<file path="src/rtl/core_fetch_ctrl_pkg.sv">
// Shared definitions for the fetch controller: state encoding, counter width
// default and the fetch-stage control bundle.
package core_fetch_ctrl_pkg;

  localparam int unsigned CNT_W_DEF = 16;
  localparam int unsigned ADDR_W    = 32;

  typedef enum logic [1:0] {
    ST_BOOT  = 2'd0,
    ST_FETCH = 2'd1,
    ST_HOLD  = 2'd2,
    ST_DRAIN = 2'd3
  } fetch_state_e;

  typedef struct packed {
    logic ic_req;
    logic enb;
    logic kill;
    logic pc_stop;
    logic sel;
  } fetch_ctl_t;

endpackage

</file>
<file path="src/rtl/core_sat_cnt.sv">
// Saturating up-counter: increments on inc, sticks at all-ones.
module core_sat_cnt #(
  parameter int unsigned W = 16
) (
  input  logic         clk,
  input  logic         rst_n,
  input  logic         inc,
  output logic [W-1:0] count
);

  always_ff @(posedge clk or negedge rst_n) begin
    if (!rst_n) begin
      count <= '0;
    end else if (inc && (count != '1)) begin
      count <= count + W'(1);
    end
  end

endmodule

</file>
<file path="src/rtl/core_fetch_ctrl.sv">
// Instruction fetch controller: sequences L1 I-cache requests, decode stalls
// and execute redirects, and keeps stall/redirect performance counters.
module core_fetch_ctrl
  import core_fetch_ctrl_pkg::*;
#(
  parameter int unsigned CNT_W = CNT_W_DEF
) (
  input  logic              clk,
  input  logic              rst_n,
  input  logic              ic_ack,
  input  logic              dec_stall,
  input  logic              br_taken,
  input  logic [ADDR_W-1:0] br_addr,
  output logic              ic_req,
  output logic              if_enb,
  output logic              if_kill,
  output logic              if_pc_stop,
  output logic              if_mux1_trn_pc_4_s,
  output logic [ADDR_W-1:0] if_mux1_addr,
  output logic [CNT_W-1:0]  stall_cnt,
  output logic [CNT_W-1:0]  redir_cnt
);

  fetch_state_e      state, state_nxt;
  logic [ADDR_W-1:0] redir_addr, redir_nxt;
  logic [ADDR_W-1:0] mux_addr;
  fetch_ctl_t        ctl;

  always_ff @(posedge clk or negedge rst_n) begin
    if (!rst_n) begin
      state      <= ST_BOOT;
      redir_addr <= '0;
    end else begin
      state      <= state_nxt;
      redir_addr <= redir_nxt;
    end
  end

  // Next state and Moore/Mealy control; redirects always kill the F/D register.
  always_comb begin
    state_nxt   = state;
    redir_nxt   = redir_addr;
    mux_addr    = redir_addr;
    ctl         = '0;
    ctl.pc_stop = 1'b1;
    case (state)
      ST_BOOT: begin
        ctl.kill  = 1'b1;
        state_nxt = ST_FETCH;
      end
      ST_FETCH: begin
        ctl.ic_req = 1'b1;
        if (br_taken) begin
          ctl.kill = 1'b1;
          if (ic_ack) begin
            ctl.sel     = 1'b1;
            ctl.pc_stop = 1'b0;
            mux_addr    = br_addr;
          end else begin
            redir_nxt = br_addr;
            state_nxt = ST_DRAIN;
          end
        end else if (ic_ack) begin
          if (!dec_stall) begin
            ctl.enb     = 1'b1;
            ctl.pc_stop = 1'b0;
          end else begin
            state_nxt = ST_HOLD;
          end
        end
      end
      ST_HOLD: begin
        if (br_taken) begin
          ctl.sel     = 1'b1;
          ctl.kill    = 1'b1;
          ctl.pc_stop = 1'b0;
          mux_addr    = br_addr;
          state_nxt   = ST_FETCH;
        end else if (!dec_stall) begin
          ctl.enb     = 1'b1;
          ctl.pc_stop = 1'b0;
          state_nxt   = ST_FETCH;
        end
      end
      ST_DRAIN: begin
        // Stale request still in flight: its data is discarded, never loaded.
        ctl.ic_req = 1'b1;
        ctl.kill   = 1'b1;
        if (br_taken) begin
          redir_nxt = br_addr;
        end
        if (ic_ack) begin
          ctl.sel     = 1'b1;
          ctl.pc_stop = 1'b0;
          mux_addr    = br_taken ? br_addr : redir_addr;
          state_nxt   = ST_FETCH;
        end
      end
      default: begin
        state_nxt = ST_BOOT;
      end
    endcase
  end

  assign ic_req             = ctl.ic_req;
  assign if_enb             = ctl.enb;
  assign if_kill            = ctl.kill;
  assign if_pc_stop         = ctl.pc_stop;
  assign if_mux1_trn_pc_4_s = ctl.sel;
  assign if_mux1_addr       = mux_addr;

  core_sat_cnt #(.W(CNT_W)) u_stall_cnt (
    .clk   (clk),
    .rst_n (rst_n),
    .inc   (ctl.pc_stop),
    .count (stall_cnt)
  );

  core_sat_cnt #(.W(CNT_W)) u_redir_cnt (
    .clk   (clk),
    .rst_n (rst_n),
    .inc   (ctl.sel & ~ctl.pc_stop),
    .count (redir_cnt)
  );

endmodule

</file>
<file path="config.mk">
export PLATFORM = sky130hd
export DESIGN_NAME = core_fetch_ctrl
export DESIGN_NICKNAME = d
export VERILOG_FILES = /design/src/rtl/core_fetch_ctrl_pkg.sv /design/src/rtl/core_sat_cnt.sv /design/src/rtl/core_fetch_ctrl.sv
export SDC_FILE = /design/constraint.sdc
export NUM_CORES = 1
export LEC_CHECK = 0
export ABC_AREA = 1
export ABC_CLOCK_PERIOD_IN_PS = 2470
export BUFFER_PORTS_ARGS = -buffer_cell sky130_fd_sc_hd__clkbuf_2
export CAP_MARGIN = 20
export CORE_MARGIN = 1.5
export CORE_UTILIZATION = 54
export CTS_CLUSTER_DIAMETER = 30
export DETAILED_ROUTE_END_ITERATION = 10
export PLACE_DENSITY = 0.84
export SYNTH_ARGS = -nofsm -noshare
export SYNTH_HDL_FRONTEND = slang
export SYNTH_SLANG_ARGS = --single-unit
</file>
<file path="constraint.sdc">
create_clock -name clk -period 2.47 [get_ports clk]
set_clock_uncertainty 0.2 [all_clocks]
set_input_delay 0 -clock clk [delete_from_list [all_inputs] [get_ports clk]]
set_output_delay 0 -clock clk [all_outputs]
set_load 0.005 [all_outputs]
</file>
## After elaboration in Yosys (flattened, before gate mapping)

Index checks and enable logic that the tools add are counted.

| cells by class | value |
|---|---|
| add/subtract/negate cells | 2 |
| equality and inequality tests | 12 |
| mux-type cells | 31 |
| bitwise operators | 2 |
| reduce and logical (&&, ||, !) cells | 9 |

Operators by type and width:

| cell | number |
|---|---|
| $mux W32 | 6 |
| $pmux W32 S3 | 1 |
| $pmux W32 S2 | 1 |
| $add A16 B1 Y16 const B | 2 |
| $ne A16 B16 Y1 const B | 2 |
| $mux W2 | 8 |
| $ne A3 B3 Y1 const B | 4 |
| $mux W1 | 11 |
| $pmux W2 S4 | 1 |
| $ne A2 B2 Y1 const B | 3 |
| $pmux W2 S3 | 1 |
| $reduce_or A2 Y1 | 3 |
| $reduce_and A5 Y1 | 1 |
| $eq A2 B2 Y1 const B | 2 |
| $pmux W1 S2 | 2 |
| $reduce_and A3 Y1 | 1 |
| $eq A2 B1 Y1 const B | 1 |
| $logic_and A1 B1 Y1 | 2 |
| $logic_not A2 Y1 | 1 |
| $reduce_bool A2 Y1 | 1 |
| $and A1 B1 Y1 | 1 |
| $not A1 Y1 | 1 |

| storage, ports and cells | value |
|---|---|
| register bits | 66 |
| logic and storage cells | 60 |

## Longest topological paths before layout

| logic depth | value |
|---|---|
| depth after elaboration | 7 |
| mapped depth | 12 |

## Cells and area by module

From an unflattened synthesis, not the netlist that was laid out.

| second synthesis, totals | value |
|---|---|
| cell total of the unflattened synthesis | 893 |
| area, all modules | 5262.5 um^2 |

Modules (own cells, without submodules):

| module | times used | cells an instance | area each (um^2) |
|---|---|---|---|
| core_fetch_ctrl | 1 | 599 | 3200.6 |
| core_sat_cnt | 2 | 147 | 1031.0 |

## Least setup slack after synthesis

OpenSTA, ideal clock, no wires.

| timing path | value |
|---|---|
| path type | register to register |
| start point | register state[0] |
| end point | register u_stall_cnt.count[10] |
| library setup time | 0.116 ns |
| arrival | 1.521 ns |
| required time | 2.154 ns |
| slack | 0.633 ns |
| cell stages (with the launch flop) | 13 |
| cell sequence | dfrtp_1 -> inv_1 -> ha_1 -> buf_2 -> nand3_2 -> nand2_1 -> nor2_2 -> nand2_1 -> nand2_2 -> inv_2 -> buf_6 -> nand2_1 -> nand2_1 |

| between the ends | value |
|---|---|
| longest elaborated chain between the ends | 3 |
| elaborated cells between the ends (all ways) | 5 |
| those cells by class | eq/ne (3); mux (1); reduce/logical (1) |

Ends and longest elaborated chain:

| what | RTL line | RTL |
|---|---|---|
| start, declared | core_fetch_ctrl.sv:24 | `fetch_state_e state, state_nxt;` |
| start signal, assigned | core_fetch_ctrl.sv:34 | `state <= state_nxt;` |
| $eq A2 B2 Y1 / $eq A2 B1 Y1 (equally long branches) | core_fetch_ctrl.sv:46 | `case (state)` |
| $pmux W2 S3 (*) | core_fetch_ctrl.sv:46 |  |
| via if_pc_stop | core_fetch_ctrl.sv:17 | `output logic if_pc_stop,` |
| $logic_and A1 B1 Y1 (*) | core_sat_cnt.sv:14 | `end else if (inc && (count != '1)) begin` |
| end signal, assigned | core_sat_cnt.sv:15 | `count <= count + W'(1);` |
| end, declared | core_sat_cnt.sv:8 | `output logic [W-1:0] count` |

Mark *: on every way through the listed nets, which the timed path passes. The rest lies on a longest branch.
A chain may end at the register's enable or synchronous reset.

## Final worst setup path

| timing path | value |
|---|---|
| start point | register state[1] |
| end point | output port if_mux1_addr[14] |

| between the ends | value |
|---|---|
| longest elaborated chain between the ends | 2 |
| elaborated cells between the ends (all ways) | 4 |
| those cells by class | eq/ne (3); mux (1) |

Ends and longest elaborated chain:

| what | RTL line | RTL |
|---|---|---|
| $eq A2 B2 Y1 / $eq A2 B1 Y1 (equally long branches) | core_fetch_ctrl.sv:46 |  |
| $pmux W32 S3 (*) | core_fetch_ctrl.sv:46 |  |
| end, declared | core_fetch_ctrl.sv:19 | `output logic [ADDR_W-1:0] if_mux1_addr,` |

Every way passes the cells marked *; elsewhere a longest branch is shown, timed or not.

==> results.json <==
{
  "io_buffers": 105,
  "fillers": 733,
  "place_congestion": 0.891,
  "cp_data_arrival_time_ns": 2.11,
  "synthSimpleGateAreaFrac_pct": 31.9,
  "synth_top_area_share_pct": 33.8,
  "pre_cts_slack_ns": 0.406,
  "tns_ns": 0,
  "top_usage_layer": "met2",
  "firstDrtPassIters": 7,
  "routed_via_density": 5.74,
  "cts_tree": "done",
  "die_h_microns": 98.2,
  "coreArea_sq_um": 8760,
  "synth_top_family_by_area": "simple AND/OR/NAND/NOR gates",
  "sw_frac_of_total_pct": 47.8,
  "power_uw": 6630,
  "syn_area_sq_um": 4890,
  "dp_hpwl_microns": 9200,
  "min_period_ns": 2.31,
  "dieArea_sq_um": 9630,
  "grt_pass1_vias": 5295,
  "ys_types": 29,
  "die_w_microns": 98.2,
  "grt_pass1_wl_microns": 24200,
  "p_int_uw": 3460,
  "crit_family": "buffers and inverters",
  "crit_path_top_delay_cell": "dfrtp_1",
  "use_met1_pct": 38.9,
  "crit_type": "reg2out",
  "ios": 106,
  "max_stage_delay_ns": 0.40,
  "cts_buffers": 9,
  "ant_nets": 0,
  "synth_warnings": 0,
  "p_per_area_nw_per_um2": 1090,
  "yosys-top-cells-area": "dfrtp_1 34%, nand2_1 20%, o21ai_0 7.7%, nor2_1 5.3%, inv_1 5.2%",
  "rows": 34,
  "drc": 0,
  "ys_ff_latch": 66,
  "cts.sinks": 66,
  "setup_viol": 0,
  "wl_microns": 14200,
  "slew_headroom_pct": 69.0,
  "clockBufferDepth": 2,
  "pwr-share-seq_pct": 24.9,
  "vias": 5707,
  "maxCapViolations": 0,
  "path_cells": "inv_1 > ha_2 > nor2_2 > inv_2 > buf_12 > o211ai_1 > a22oi_1 > clkbuf_2",
  "worstPathRequired_ns": 2.27,
  "grt_use_total_pct": 30.2,
  "drv_slew": 0,
  "multi_input_area_sq_um": 2780,
  "worst_slack_ns": 0.162,
  "clkTransAtPathRegs_ns": 0.07,
  "p_leak_uw": 0.00311,
  "ir_drop_mv": 0.660,
  "p_clk_share_pct": 13.5,
  "synth_cells": 757,
  "seq_area_sq_um": 1650,
  "max_freq_ghz": 0.433,
  "end_kind": "output pin",
  "initial_core_util_pct": 55.8,
  "failed_checks": "hold timing",
  "use_met3_pct": 4.87,
  "synth_compound_area_share_pct": 20.4,
  "antennaDiodeCount": 0,
  "tightest_slew_ns": 0.465,
  "hold_violations": 23,
  "min_path_type": "in2async",
  "hold_ws_ns": -0.00695,
  "routedWlPerCell_microns": 14.2,
  "grt_antenna_before_repair": 0,
  "synth_area_leader_cell": "dfrtp_1",
  "synth_fp_nets": 800,
  "cts-root-buf": "clkbuf_8",
  "fin_crit_sh_pct": 93.4,
  "synth_adder_area_share_pct": 1.54,
  "start_kind": "flip-flop",
  "grt_max_degree": 65,
  "mostFrequentLayoutCells": "258 x nand2_1, 104 x clkbuf_2, 75 x o21ai_0",
  "clk_latency_ns": 0.36,
  "cp_num_buf_inv": 4,
  "syn_to_final_growth_pct": 24.1,
  "ys_seq_area_share_pct": 33.8,
  "synth_xor_xnor_area_share_pct": 2.69,
  "h-tree-depth": 3,
  "synth_mux_area_share_pct": 0,
  "critPathMaxFanout": 27,
  "status": "complete, but fails checks",
  "syn_area_per_cell_sq_um": 6.46,
  "grt_overflow_total": 0,
  "drt_iter0_markers": 349,
  "power_frac_comb_pct": 61.6,
  "final_common_cell": "nand2_1",
  "layout-drive-gt1-share_pct": 17.0,
  "grt_use_met2_pct": 49.2,
  "p_sw_uw": 3170,
  "postCtsSetupRepairBufs": 0,
  "nNetsFinal": 925,
  "rsz0062_at_grt": "no"
}
-- sequential cells by signal, summed over array words and instances, names as in the netlist --
| name | count |
|---|---|
| redir_addr | 32 |
| state | 2 |
| u_redir_cnt.count | 16 |
| u_stall_cnt.count | 16 |
-- layer usage --
layer  vias up  wire [microns]
met5         -               0
li1       2747               -
met2       276            6920
met1      2639            5810
met4         0             384
met3        45            1060
-- cells in the mapped netlist --
library cell and instances:
nor2_2 4, nor3_1 1, o22ai_1 32, buf_6 1, buf_1 1, nor2_1 69
o21ai_0 75, nand2_4 1, a21oi_2 1, nand3_2 3, dfrtp_1 66, inv_1 68
xnor2_1 8, a21oi_1 19, xor2_1 7, buf_4 5, o21ai_1 11, nand3_1 33
o211ai_1 17, nand2_2 1, inv_2 3, a22oi_1 17, a31oi_1 1, nand2_1 258
buf_2 16, ha_1 6, nand4_1 12, nor3_4 1, clkbuf_1 20
-- worst paths after layout --
check | from | to | slack (ns) | cells past startpoint
setup / recovery | state[1] | if_mux1_addr[14] | 0.16 | 8
hold / removal | rst_n | u_stall_cnt.count[12] | -0.007 | 3
setup reg to reg | state[0] | u_stall_cnt.count[9] | 0.38 | 10
hold reg to reg | u_stall_cnt.count[1] | u_stall_cnt.count[1] | 0.35 | 2
max in group asynchronous | rst_n | u_stall_cnt.count[1] | 1.35 | 3
min in group clk | ic_ack | state[0] | 0.04 | 5
-- tightest hold or removal path: stages --
cell           delay [ns]
dlygate4sd3_1        0.52
buf_2                0.13
buf_4                0.29
-- area by class of cell --
type                       instances  share of cell area, %
tap                              108                   2.23
clock buffer                      13                   2.78
inverter                          71                   4.39
multi-input combinational        577                   45.8
clock inverter                     3                  0.371
sequential                        66                   27.2
timing repair buffer             157                   17.2
-- cells by family (layout without fill, tap and decap cells) --
logic type / after synthesis / count (layout)
adder cells (fa/ha/maj): 6 / 6
XOR/XNOR: 15 / 15
AO/OA/AOI/OAI: 173 / 173
buffers and inverters: 114 / 244
AND/OR/NAND/NOR: 383 / 383
flip-flops: 66 / 66
-- power groups by stage --
stage / Combinational (uW) / Sequential [uW] / Clock, uW
6_report: 4090 / 1650 / 895
5_1_grt: 4540 / 1690 / 954
4_1_cts: 3960 / 1650 / 901
3_5_place_dp: 3880 / 1670 / 0
3_3_place_gp: 3730 / 1650 / 0
2_1_floorplan: 2650 / 1620 / 0
-- per-stage QoR --
stage	hold WS [ns]	cells	area, sq um	utilization [%]
2_1_floorplan	-0.496	757	4890	-
3_3_place_gp	-0.335	942	5480	62.5
3_5_place_dp	-0.330	942	5480	62.5
4_1_cts	0.00958	995	6050	69.0
5_1_grt	0.0269	995	6070	69.2
6_report	-0.00695	995	6070	69.2
-- what timing repair did --
item                                   in CTS  in global routing
pin swaps                                   0                  0
hold buffers                               37                  0
endpoints found under the hold margin     101                  0
resized for setup                           1                  5
setup endpoints to repair                   1                 30
(Power assumes the default switching activity.)
